**config.mk**
```make
export PLATFORM = sky130hd
export DESIGN_NAME = lfsr_decrypt_engine
export DESIGN_NICKNAME = d
export VERILOG_FILES = /design/src/rtl/lfsr_decrypt_engine.sv
export SDC_FILE = /design/constraint.sdc
export NUM_CORES = 1
export LEC_CHECK = 0
export CORE_MARGIN = 2
export CORE_UTILIZATION = 30
export DETAILED_ROUTE_END_ITERATION = 10
export PLACE_DENSITY = 0.49
export SLEW_MARGIN = 40
export SYNTH_ARGS = -nofsm -noshare
export SYNTH_HDL_FRONTEND = slang
export SYNTH_SLANG_ARGS = --single-unit
```
**constraint.sdc**
```tcl
create_clock -name CLK -period 5.55 [get_ports CLK]
set_input_delay 0.555 -clock CLK [delete_from_list [all_inputs] [get_ports CLK]]
set_output_delay 0.555 -clock CLK [all_outputs]
set_load 0.03 [all_outputs]
```
**src/rtl/lfsr_decrypt_engine.sv**
```systemverilog
// Blind LFSR stream-cipher decryptor, master on the single-port DataRAM.
// Build option LFSR_DEC_RECOVER_EN also stores the recovered tap byte and seed at addresses 42/43.
module lfsr_decrypt_engine #(
   parameter int SRC_BASE = 64,
   parameter int SRC_LEN  = 64,
   parameter int MSG_LEN  = 41,
   parameter int PRE_MIN  = 9
) (
   input  logic       CLK,
   input  logic       reset_n,
   input  logic       start,
   input  logic [7:0] mem_rd_data,
   output logic [7:0] mem_addr,
   output logic       mem_wr_en,
   output logic [7:0] mem_wr_data,
   output logic       done,
   output logic       error,
   output logic [2:0] ptrn_idx
);
   // state  | meaning
   // IDLE   | waiting for start after reset
   // SEED   | read first source byte, seed = byte ^ 20h
   // SEARCH | try tap pattern k against the space preamble
   // SKIP   | step over remaining leading spaces
   // WR_W   | write decrypted byte j
   // WR_R   | read the next source byte
   // REC_T  | write recovered tap byte
   // REC_S  | write recovered seed
   // DONE   | result valid, waiting for start
   typedef enum logic [3:0] {IDLE, SEED, SEARCH, SKIP, WR_W, WR_R, REC_T, REC_S, DONE} state_t;

   localparam logic [7:0] SPACE    = 8'h20;
   localparam logic [7:0] BASE     = 8'(SRC_BASE);
   localparam logic [6:0] LEN      = 7'(SRC_LEN);
   localparam logic [6:0] PRE_LAST = 7'(PRE_MIN - 1);
   localparam logic [5:0] MSG_LAST = 6'(MSG_LEN - 1);

   function automatic logic [7:0] tap_of(input logic [2:0] k);
      case (k)
         3'd0:    tap_of = 8'hE1;
         3'd1:    tap_of = 8'hD4;
         3'd2:    tap_of = 8'hC6;
         3'd3:    tap_of = 8'hB8;
         3'd4:    tap_of = 8'hB4;
         3'd5:    tap_of = 8'hB2;
         3'd6:    tap_of = 8'hFA;
         default: tap_of = 8'hF3;
      endcase
   endfunction

   function automatic logic [7:0] lfsr_step(input logic [7:0] s, input logic [7:0] t);
      return {s[6:0], ^(s & t)};
   endfunction

   state_t     state_q, state_d;
   logic [2:0] k_q, k_d, ptrn_q, ptrn_d;
   logic [6:0] idx_q, idx_d, idx_inc;
   logic [5:0] j_q, j_d;
   logic [7:0] s0_q, s0_d, lfsr_q, lfsr_d, addr_q, addr_d, wr_data_q, wr_data_d;
   logic       wr_en_q, wr_en_d, done_q, done_d, error_q, error_d;
   logic [7:0] rd_plain, dec, lfsr_next;

   always_comb begin
      state_d   = state_q;
      k_d       = k_q;
      ptrn_d    = ptrn_q;
      idx_d     = idx_q;
      j_d       = j_q;
      s0_d      = s0_q;
      lfsr_d    = lfsr_q;
      addr_d    = addr_q;
      wr_en_d   = 1'b0;
      wr_data_d = wr_data_q;
      done_d    = done_q;
      error_d   = error_q;
      rd_plain  = mem_rd_data ^ SPACE;
      dec       = mem_rd_data ^ lfsr_q;
      lfsr_next = lfsr_step(lfsr_q, tap_of(k_q));
      idx_inc   = idx_q + 7'd1;
      case (state_q)
         IDLE, DONE: begin
            if (start) begin
               state_d = SEED;
               done_d  = 1'b0;
               error_d = 1'b0;
               addr_d  = BASE;
            end
         end
         SEED: begin
            s0_d    = rd_plain;
            k_d     = 3'd0;
            lfsr_d  = lfsr_step(rd_plain, tap_of(3'd0));
            idx_d   = 7'd1;
            addr_d  = BASE + 8'd1;
            state_d = SEARCH;
         end
         SEARCH: begin
            if (rd_plain == lfsr_q) begin
               lfsr_d = lfsr_next;
               idx_d  = idx_inc;
               addr_d = BASE + {1'b0, idx_inc};
               if (idx_q == PRE_LAST) begin
                  ptrn_d  = k_q;
                  state_d = SKIP;
               end
            end else if (k_q == 3'd7) begin
               error_d = 1'b1;
               done_d  = 1'b1;
               state_d = DONE;
            end else begin
               // next candidate restarts from the seed at index 1
               k_d    = k_q + 3'd1;
               lfsr_d = lfsr_step(s0_q, tap_of(k_q + 3'd1));
               idx_d  = 7'd1;
               addr_d = BASE + 8'd1;
            end
         end
         SKIP: begin
            if (dec != SPACE || idx_q == LEN - 7'd1) begin
               idx_d     = (dec != SPACE) ? idx_q : LEN;
               wr_data_d = dec;
               j_d       = 6'd0;
               addr_d    = 8'd0;
               wr_en_d   = 1'b1;
               state_d   = WR_W;
            end else begin
               lfsr_d = lfsr_next;
               idx_d  = idx_inc;
               addr_d = BASE + {1'b0, idx_inc};
            end
         end
         WR_W: begin
            if (j_q == MSG_LAST) begin
`ifdef LFSR_DEC_RECOVER_EN
               addr_d    = 8'd42;
               wr_en_d   = 1'b1;
               wr_data_d = tap_of(k_q);
               state_d   = REC_T;
`else
               done_d  = 1'b1;
               state_d = DONE;
`endif
            end else begin
               idx_d   = idx_inc;
               lfsr_d  = lfsr_next;
               addr_d  = (idx_inc < LEN) ? BASE + {1'b0, idx_inc} : BASE;
               state_d = WR_R;
            end
         end
         WR_R: begin
            j_d       = j_q + 6'd1;
            addr_d    = {2'b00, j_q + 6'd1};
            wr_en_d   = 1'b1;
            wr_data_d = (idx_q < LEN) ? dec : SPACE;
            state_d   = WR_W;
         end
`ifdef LFSR_DEC_RECOVER_EN
         REC_T: begin
            addr_d    = 8'd43;
            wr_en_d   = 1'b1;
            wr_data_d = s0_q;
            state_d   = REC_S;
         end
         REC_S: begin
            done_d  = 1'b1;
            state_d = DONE;
         end
`endif
         default: state_d = IDLE;
      endcase
   end

   always_ff @(posedge CLK or negedge reset_n) begin
      if (!reset_n) begin
         state_q   <= IDLE;
         k_q       <= 3'd0;
         ptrn_q    <= 3'd0;
         idx_q     <= 7'd0;
         j_q       <= 6'd0;
         s0_q      <= 8'd0;
         lfsr_q    <= 8'd0;
         addr_q    <= 8'd0;
         wr_en_q   <= 1'b0;
         wr_data_q <= 8'd0;
         done_q    <= 1'b0;
         error_q   <= 1'b0;
      end else begin
         state_q   <= state_d;
         k_q       <= k_d;
         ptrn_q    <= ptrn_d;
         idx_q     <= idx_d;
         j_q       <= j_d;
         s0_q      <= s0_d;
         lfsr_q    <= lfsr_d;
         addr_q    <= addr_d;
         wr_en_q   <= wr_en_d;
         wr_data_q <= wr_data_d;
         done_q    <= done_d;
         error_q   <= error_d;
      end
   end

   assign mem_addr    = addr_q;
   assign mem_wr_en   = wr_en_q;
   assign mem_wr_data = wr_data_q;
   assign done        = done_q;
   assign error       = error_q;
   assign ptrn_idx    = ptrn_q;
endmodule

```
* Word-level counts from Yosys, hierarchy flattened
Cells that the tools add are included.
** Word-level totals
- Register bits :: 58
- Input bits :: 11
- Output and inout port bits :: 22
** Operators by class
- $add $sub $neg :: 4
- $lt $le $gt $ge :: 2
- Equality and inequality tests :: 36
- Mux-type cells :: 46
- Bitwise operators :: 4
- Reduce and logical (&&, ||, !) cells :: 23
** Operators by type and width (count)
- $mux 8 :: 15
- $pmux 7 s7 :: 2
- $pmux 8 s6 :: 1
- $mux 7 :: 5
- $pmux 8 s4 :: 1
- $pmux 7 s4 :: 1
- $mux 4 :: 6
- $pmux 4 s6 :: 1
- $reduce_xor 8->1 :: 3
- $eq 3x3->1 const B :: 7
- $reduce_and 4->1 :: 5
- $and 8x8->8 :: 2
- $ne 2x2->1 const B :: 8
- $pmux 8 s2 :: 1
- $lt 7x7->1 const B :: 2
- $eq 3x2->1 const B :: 4
- $ne 3x3->1 const B :: 4
- $pmux 6 s2 :: 1
- $add 7x7->8 const A :: 1
- $eq 4x2->1 const B :: 2
- $eq 4x3->1 const B :: 2
- $eq 8x8->1 :: 1
- $ne 8x6->1 const B :: 1
- $xor 8x8->8 :: 1
- 27 further kinds :: 38

* Depth between registers and ports, before layout
- Depth in word-level cells :: 11
- Gate-level depth with buffers :: 10

* Least setup slack after synthesis
OpenSTA, ideal clock, no wires.
- Path kind :: flip-flop to flip-flop
- Start :: register k_q[0]
- End :: register lfsr_q[0]
- Library setup time :: 132 ps
- Data arrival time :: 2509 ps
- Required time :: 5418 ps
- Setup slack :: 2908 ps
- Stages on the path, launching flop included :: 11
- Buffers on the path :: 1
- Clock period less this slack :: 2642 ps
- Cell sequence :: dfrtp_1 -> clkbuf_1 -> inv_1 -> ha_1 -> mux2_4 -> and3b_1 -> or4_1 -> a22o_1 -> and2_1 -> a211oi_2 -> a22oi_2
** On the way
- Cells in the longest elaborated chain, start to end :: 11
- Elaborated cells between the ends (all ways) :: 32
- Those cells by class :: 1 x add/sub; 14 x eq/ne; 10 x mux; 2 x bitwise; 5 x reduce/logical
** RTL lines
- from (decl) :: RTL line 56 : logic [2:0] k_q, k_d, ptrn_q, ptrn_d;
- from (signal assigned) :: RTL line 189 : k_q <= k_d;
- $add 3x1->3 :: RTL line 113 : lfsr_d = lfsr_step(s0_q, tap_of(k_q + 3'd1));
- $eq 3x3->1 (tied with other cells) :: RTL line 39 : case (k)
- $pmux 7 s7 :: RTL line 39
- $mux 8 :: RTL line 106 : end else if (k_q == 3'd7) begin
- $mux 8 :: RTL line 98 : if (rd_plain == lfsr_q) begin
- $mux 8 :: RTL line 80 : case (state_q)
- $and 8x8->8 :: RTL line 52 : return {s[6:0], ^(s & t)};
- $reduce_xor 8->1 :: RTL line 52
- $mux 8 :: RTL line 106
- $mux 8 :: RTL line 98
- $pmux 8 s4 :: RTL line 80
- to (signal assigned) :: RTL line 194 : lfsr_q <= lfsr_d;
- to (decl) :: RTL line 59 : logic [7:0] s0_q, s0_d, lfsr_q, lfsr_d, addr_q, addr_d, wr_data_q, wr_data_d;
Parallel ways exist; a longest one is shown, timed or not. The select of a mux whose other input is x is not followed.
A chain may end at the register's enable or synchronous reset.

* Worst setup path in the final report
- Start :: input mem_rd_data[2]
- End :: register idx_q[2]
** On the way
- Cells in the longest elaborated chain, start to end :: 5
- Elaborated cells between the ends (all ways) :: 10
- Those cells by class :: 4 x eq/ne; 3 x mux; 1 x bitwise; 2 x reduce/logical
** RTL lines
- from (decl) :: RTL line 12 : input logic [7:0] mem_rd_data,
- $xor 8x8->8 :: RTL line 77 : dec = mem_rd_data ^ lfsr_q;
- $ne 8x6->1 :: RTL line 119, 120
- $logic_or 1x1->1 :: RTL line 119 : if (dec != SPACE || idx_q == LEN - 7'd1) begin
- $ne 3x3->1 (no source line) / $mux 7 (equally long branches)
- $reduce_and 4->1 (no source line) / $pmux 7 s4 (equally long branches)
- to (signal assigned) :: RTL line 191 : idx_q <= idx_d;
- to (decl) :: RTL line 57 : logic [6:0] idx_q, idx_d, idx_inc;
Parallel ways exist; a longest one is shown, timed or not.

==> impl_metrics.py <==
metrics = {
    "logic_synthesis": {
        "synth_cell_types": 59,
        "ys_ff_latch": 58,
        "synth_top_cell_area_share_pct": 40.49,
        "syn_nets": 434,
        "synth_compound_area_share_pct": 20.14,
        "yosys_warnings": 0,
        "avgSynthCellArea_um2": 8.701,
        "synthAdderAreaFrac_pct": 3.839,
        "ys.flop_type": "dfrtp_1",
        "synthSimpleGateAreaFrac_pct": 22.72,
        "ys_top_cells_by_area": "dfrtp_1 (40%), nand2_1 (7.9%), nor2_1 (4.1%), ha_1 (3.8%), o21ai_0 (3.6%)",
        "synth_edf_count": 0,
        "synth.area.mux_share_pct": 2.478,
        "synth_top_family_by_area": "simple AND/OR/NAND/NOR gates",
        "seq_area_frac_synth_pct": 40.49,
        "async_reset_ff_share_pct": 100.0,
        "synth.largest_area_cell": "dfrtp_1",
        "syn_area_um2": 3585,
        "syn_inst": 412,
        "synth-xor-area-share_pct": 6.632,
    },
    "detailed_routing": {
        "ant_nets": 0,
        "avgRoutedWirePerCell_um": 16.32,
        "via_per_inst": 5.168,
        "num_vias": 3049,
        "drtPass1Iterations": 5,
        "wl_mm": 9.627,
        "route.detailed.drc": 0,
        "drtIter0Drc": 308,
    },
    "grt": {
        "use_met3_pct": 3.589,
        "antenna_found_initial": 0,
        "gr-usage-met2_pct": 24.27,
        "met1_usage_pct": 22.71,
        "grt_pass1_wl_mm": 16.12,
        "grt_use_total_pct": 15.98,
        "grt-busiest-layer": "met2",
        "grt_pass1_vias": 3021,
        "grt_max_degree": 59,
        "grt_overflow": 0,
    },
    "clock_network": {
        "numCtsBuffers": 9,
        "htreeDepth": 3,
        "clk_latency_ns": 0.33,
        "postCtsSetupBuffers": 0,
        "cts_max_path_buffers": 2,
        "hold_buffers": 0,
        "cts-root-buf": "clkbuf_16",
        "cts_resized": 0,
        "cts_sinks": 58,
        "cts_tree": "yes",
        "clk_pin_slew_ns": 0.05,
    },
    "power_and_ir_drop": {
        "power_density_nw_per_um2": 565.8,
        "p_comb_share_pct": 44.7,
        "p_seq_share_pct": 29.8,
        "p_int_uw": 1451,
        "p_clk_share_pct": 25.5,
        "leakagePower_uw": 0.001926,
        "peakVddDrop_uv": 244.5,
        "p_switching_uw": 1026,
        "sw_frac_of_total_pct": 41.43,
    },
    "cells_and_area": {
        "n_antenna_cell": 0,
        "area_growth_pct": 22.13,
        "fin_area_um2": 4378,
        "final_nets": 464,
        "final_util_pct": 38.02,
        "drive_gt1_share_pct": 7.383,
    },
    "setup_path": {
        "required_ns": 5.82,
        "worstPathCellList": "clkdlybuf4s50_1 -> xnor2_1 -> nand4_1 -> nor2_2 -> o221ai_1 -> o21bai_1 -> buf_4 -> or4b_1 -> nand2_1",
        "path_class": "in2reg",
        "max_stage_delay_ns": 0.51,
        "slowest_stage": "or4b_1",
        "r2r_slack_ns": 2.68,
        "start_kind": "primary input",
        "arrival_ns": 3.22,
        "end_kind": "flop",
        "worst-path-max-fanout": 13,
    },
    "placement": {
        "port_buffers": 32,
        "routabilityCongestion": 0.8265,
        "place_area_um2": 4033,
        "dp_hpwl_mm": 7.000,
    },
    "floorplan": {
        "die_y_um": 113.3,
        "dieArea_um2": 12840,
        "core-area_um2": 11520,
        "num_rows": 39,
        "pin_count": 33,
        "fp.dieW_um": 113.3,
        "initial_core_util_pct": 31.13,
    },
    "timing": {
        "hold_violations": 0,
        "final.setup_skew_ns": 0.007433,
        "slew_headroom_pct": 50.74,
        "finalSetupViolations": 0,
        "rsz0062_at_grt": "false",
        "setup_tns_ns": 0,
        "layout_min_cycle_time_ns": 2.958,
        "max_freq_ghz": 0.3380,
        "worstMarginPinSlew_ns": 0.7363,
        "min_period_over_period_pct": 53.30,
        "drv_slew": 0,
    },
    "min_path": {
        "hp-class": "in2async",
    },
    "flow_run": {
        "drv_cap": 0,
    },
    "status": {
        "status": "completed",
    },
}
-- critical path: cells and delay by family --
family | cells | cell delay, ns
buf+inv | 2 | 0.68
compound gates | 2 | 0.42
simple gates | 4 | 1.26
xor+xnor | 1 | 0.31
-- placed cells by master, fill, tap and decap left out, types with 4 or more instances in the layout --
cell type	count
a222oi_1	7
nand3b_1	6
nand4_1	4
nor3_1	7
a21oi_1	21
nand2b_1	5
o31ai_1	4
nand2_1	75
nor2b_1	9
a21o_1	4
inv_1	16
clkbuf_16	9
a31oi_1	4
o21ai_1	4
mux2i_1	4
o21ai_0	26
xnor2_1	13
and2_1	4
ha_1	11
nand3_1	9
nor2_1	38
o2bb2ai_1	8
xor2_1	9
dfrtp_1	58
clkdlybuf4s50_1	31
-- state kept, by name, summed over array words and instances (netlist names) --
| name | cells |
|---|---|
| mem_addr | 8 |
| done | 1 |
| ptrn_idx | 3 |
| lfsr_q | 8 |
| state_q | 4 |
| idx_q | 7 |
| j_q | 6 |
| s0_q | 8 |
| mem_wr_data | 8 |
| mem_wr_en | 1 |
| error | 1 |
| k_q | 3 |
-- path summary, 6_finish.rpt --
check,start,endpoint,cells past startpoint
max in group asynchronous,reset_n,s0_q[0],2
worst max-delay path,mem_rd_data[2],idx_q[2],9
worst min-delay path,reset_n,mem_addr[2],2
min in group CLK,mem_wr_data[3],mem_wr_data[3],2
worst max register to register,k_q[0],lfsr_q[0],7
worst min register to register,mem_wr_data[3],mem_wr_data[3],2
-- logic make-up after synthesis --
logic type      after synthesis
mux                           8
buf+inv                      31
xor+xnor                     24
fa+ha+maj                    11
flops                        58
compound gates              106
simple gates                174
-- cell usage after synthesis, types with 2 or more instances --
library cell / instances
a21o_1: 4
nor2b_1: 9
a21oi_1: 21
nand2b_1: 5
a32oi_1: 2
a31oi_1: 4
inv_1: 16
o21ai_1: 4
xnor2_1: 13
or2_1: 2
clkbuf_1: 7
buf_2: 7
a211oi_2: 2
dfrtp_1: 58
o22ai_1: 3
nor3_1: 8
nand2_1: 75
nand3_1: 9
and2_1: 4
nand3b_1: 6
o2bb2ai_1: 8
xnor3_1: 2
a22oi_1: 2
o21a_1: 2
mux2_2: 3
o221ai_1: 2
mux2i_1: 4
a222oi_1: 7
nor2_1: 39
o31ai_1: 4
a21boi_1: 2
xor2_1: 9
and3_1: 3
nand4_1: 4
o21ai_0: 26
o41ai_1: 2
ha_1: 11
o32ai_1: 2
-- area by class of cell --
type / instances / area, um^2
Clock buffer: 12 / 266.5
Clock inverter: 4 / 72.57
Fill cell: 1200 / 7138
Inverter: 16 / 60.06
Multi-Input combinational cell: 323 / 2014
Sequential cell: 58 / 1451
Tap cell: 143 / 178.9
Timing Repair Buffer: 34 / 334.1
-- layer usage --
layer,vias up,part of all wire [%]
met5,-,0
met4,0,1.6
met3,14,3.4
met2,65,46
met1,1443,49
li1,1527,-
-- power groups by stage --
| stage | Sequential [uW] | Combinational, uW | Clock (uW) |
|---|---|---|---|
| after floorplan | 739 | 783 | 0 |
| after global placement | 745 | 1100 | 0 |
| after detailed placement | 746 | 1110 | 0 |
| after CTS | 739 | 1120 | 643 |
| after global routing | 766 | 1240 | 660 |
| final | 738 | 1110 | 631 |
-- stage by stage --
stage / power [uW] / cells / hold WS (ns) / setup slack (ns)
after global routing: 2667 / 590 / 0.3511 / 2.302
final: 2477 / 590 / 0.2999 / 2.592
after detailed placement: 1851 / 574 / 0.4679 / 2.004
after global placement: 1841 / 574 / 0.4740 / 2.141
after floorplan: 1522 / 412 / 0.2594 / 2.908
after CTS: 2498 / 590 / 0.4233 / 2.353
No activity file was read; power rests on OpenSTA's default activity.
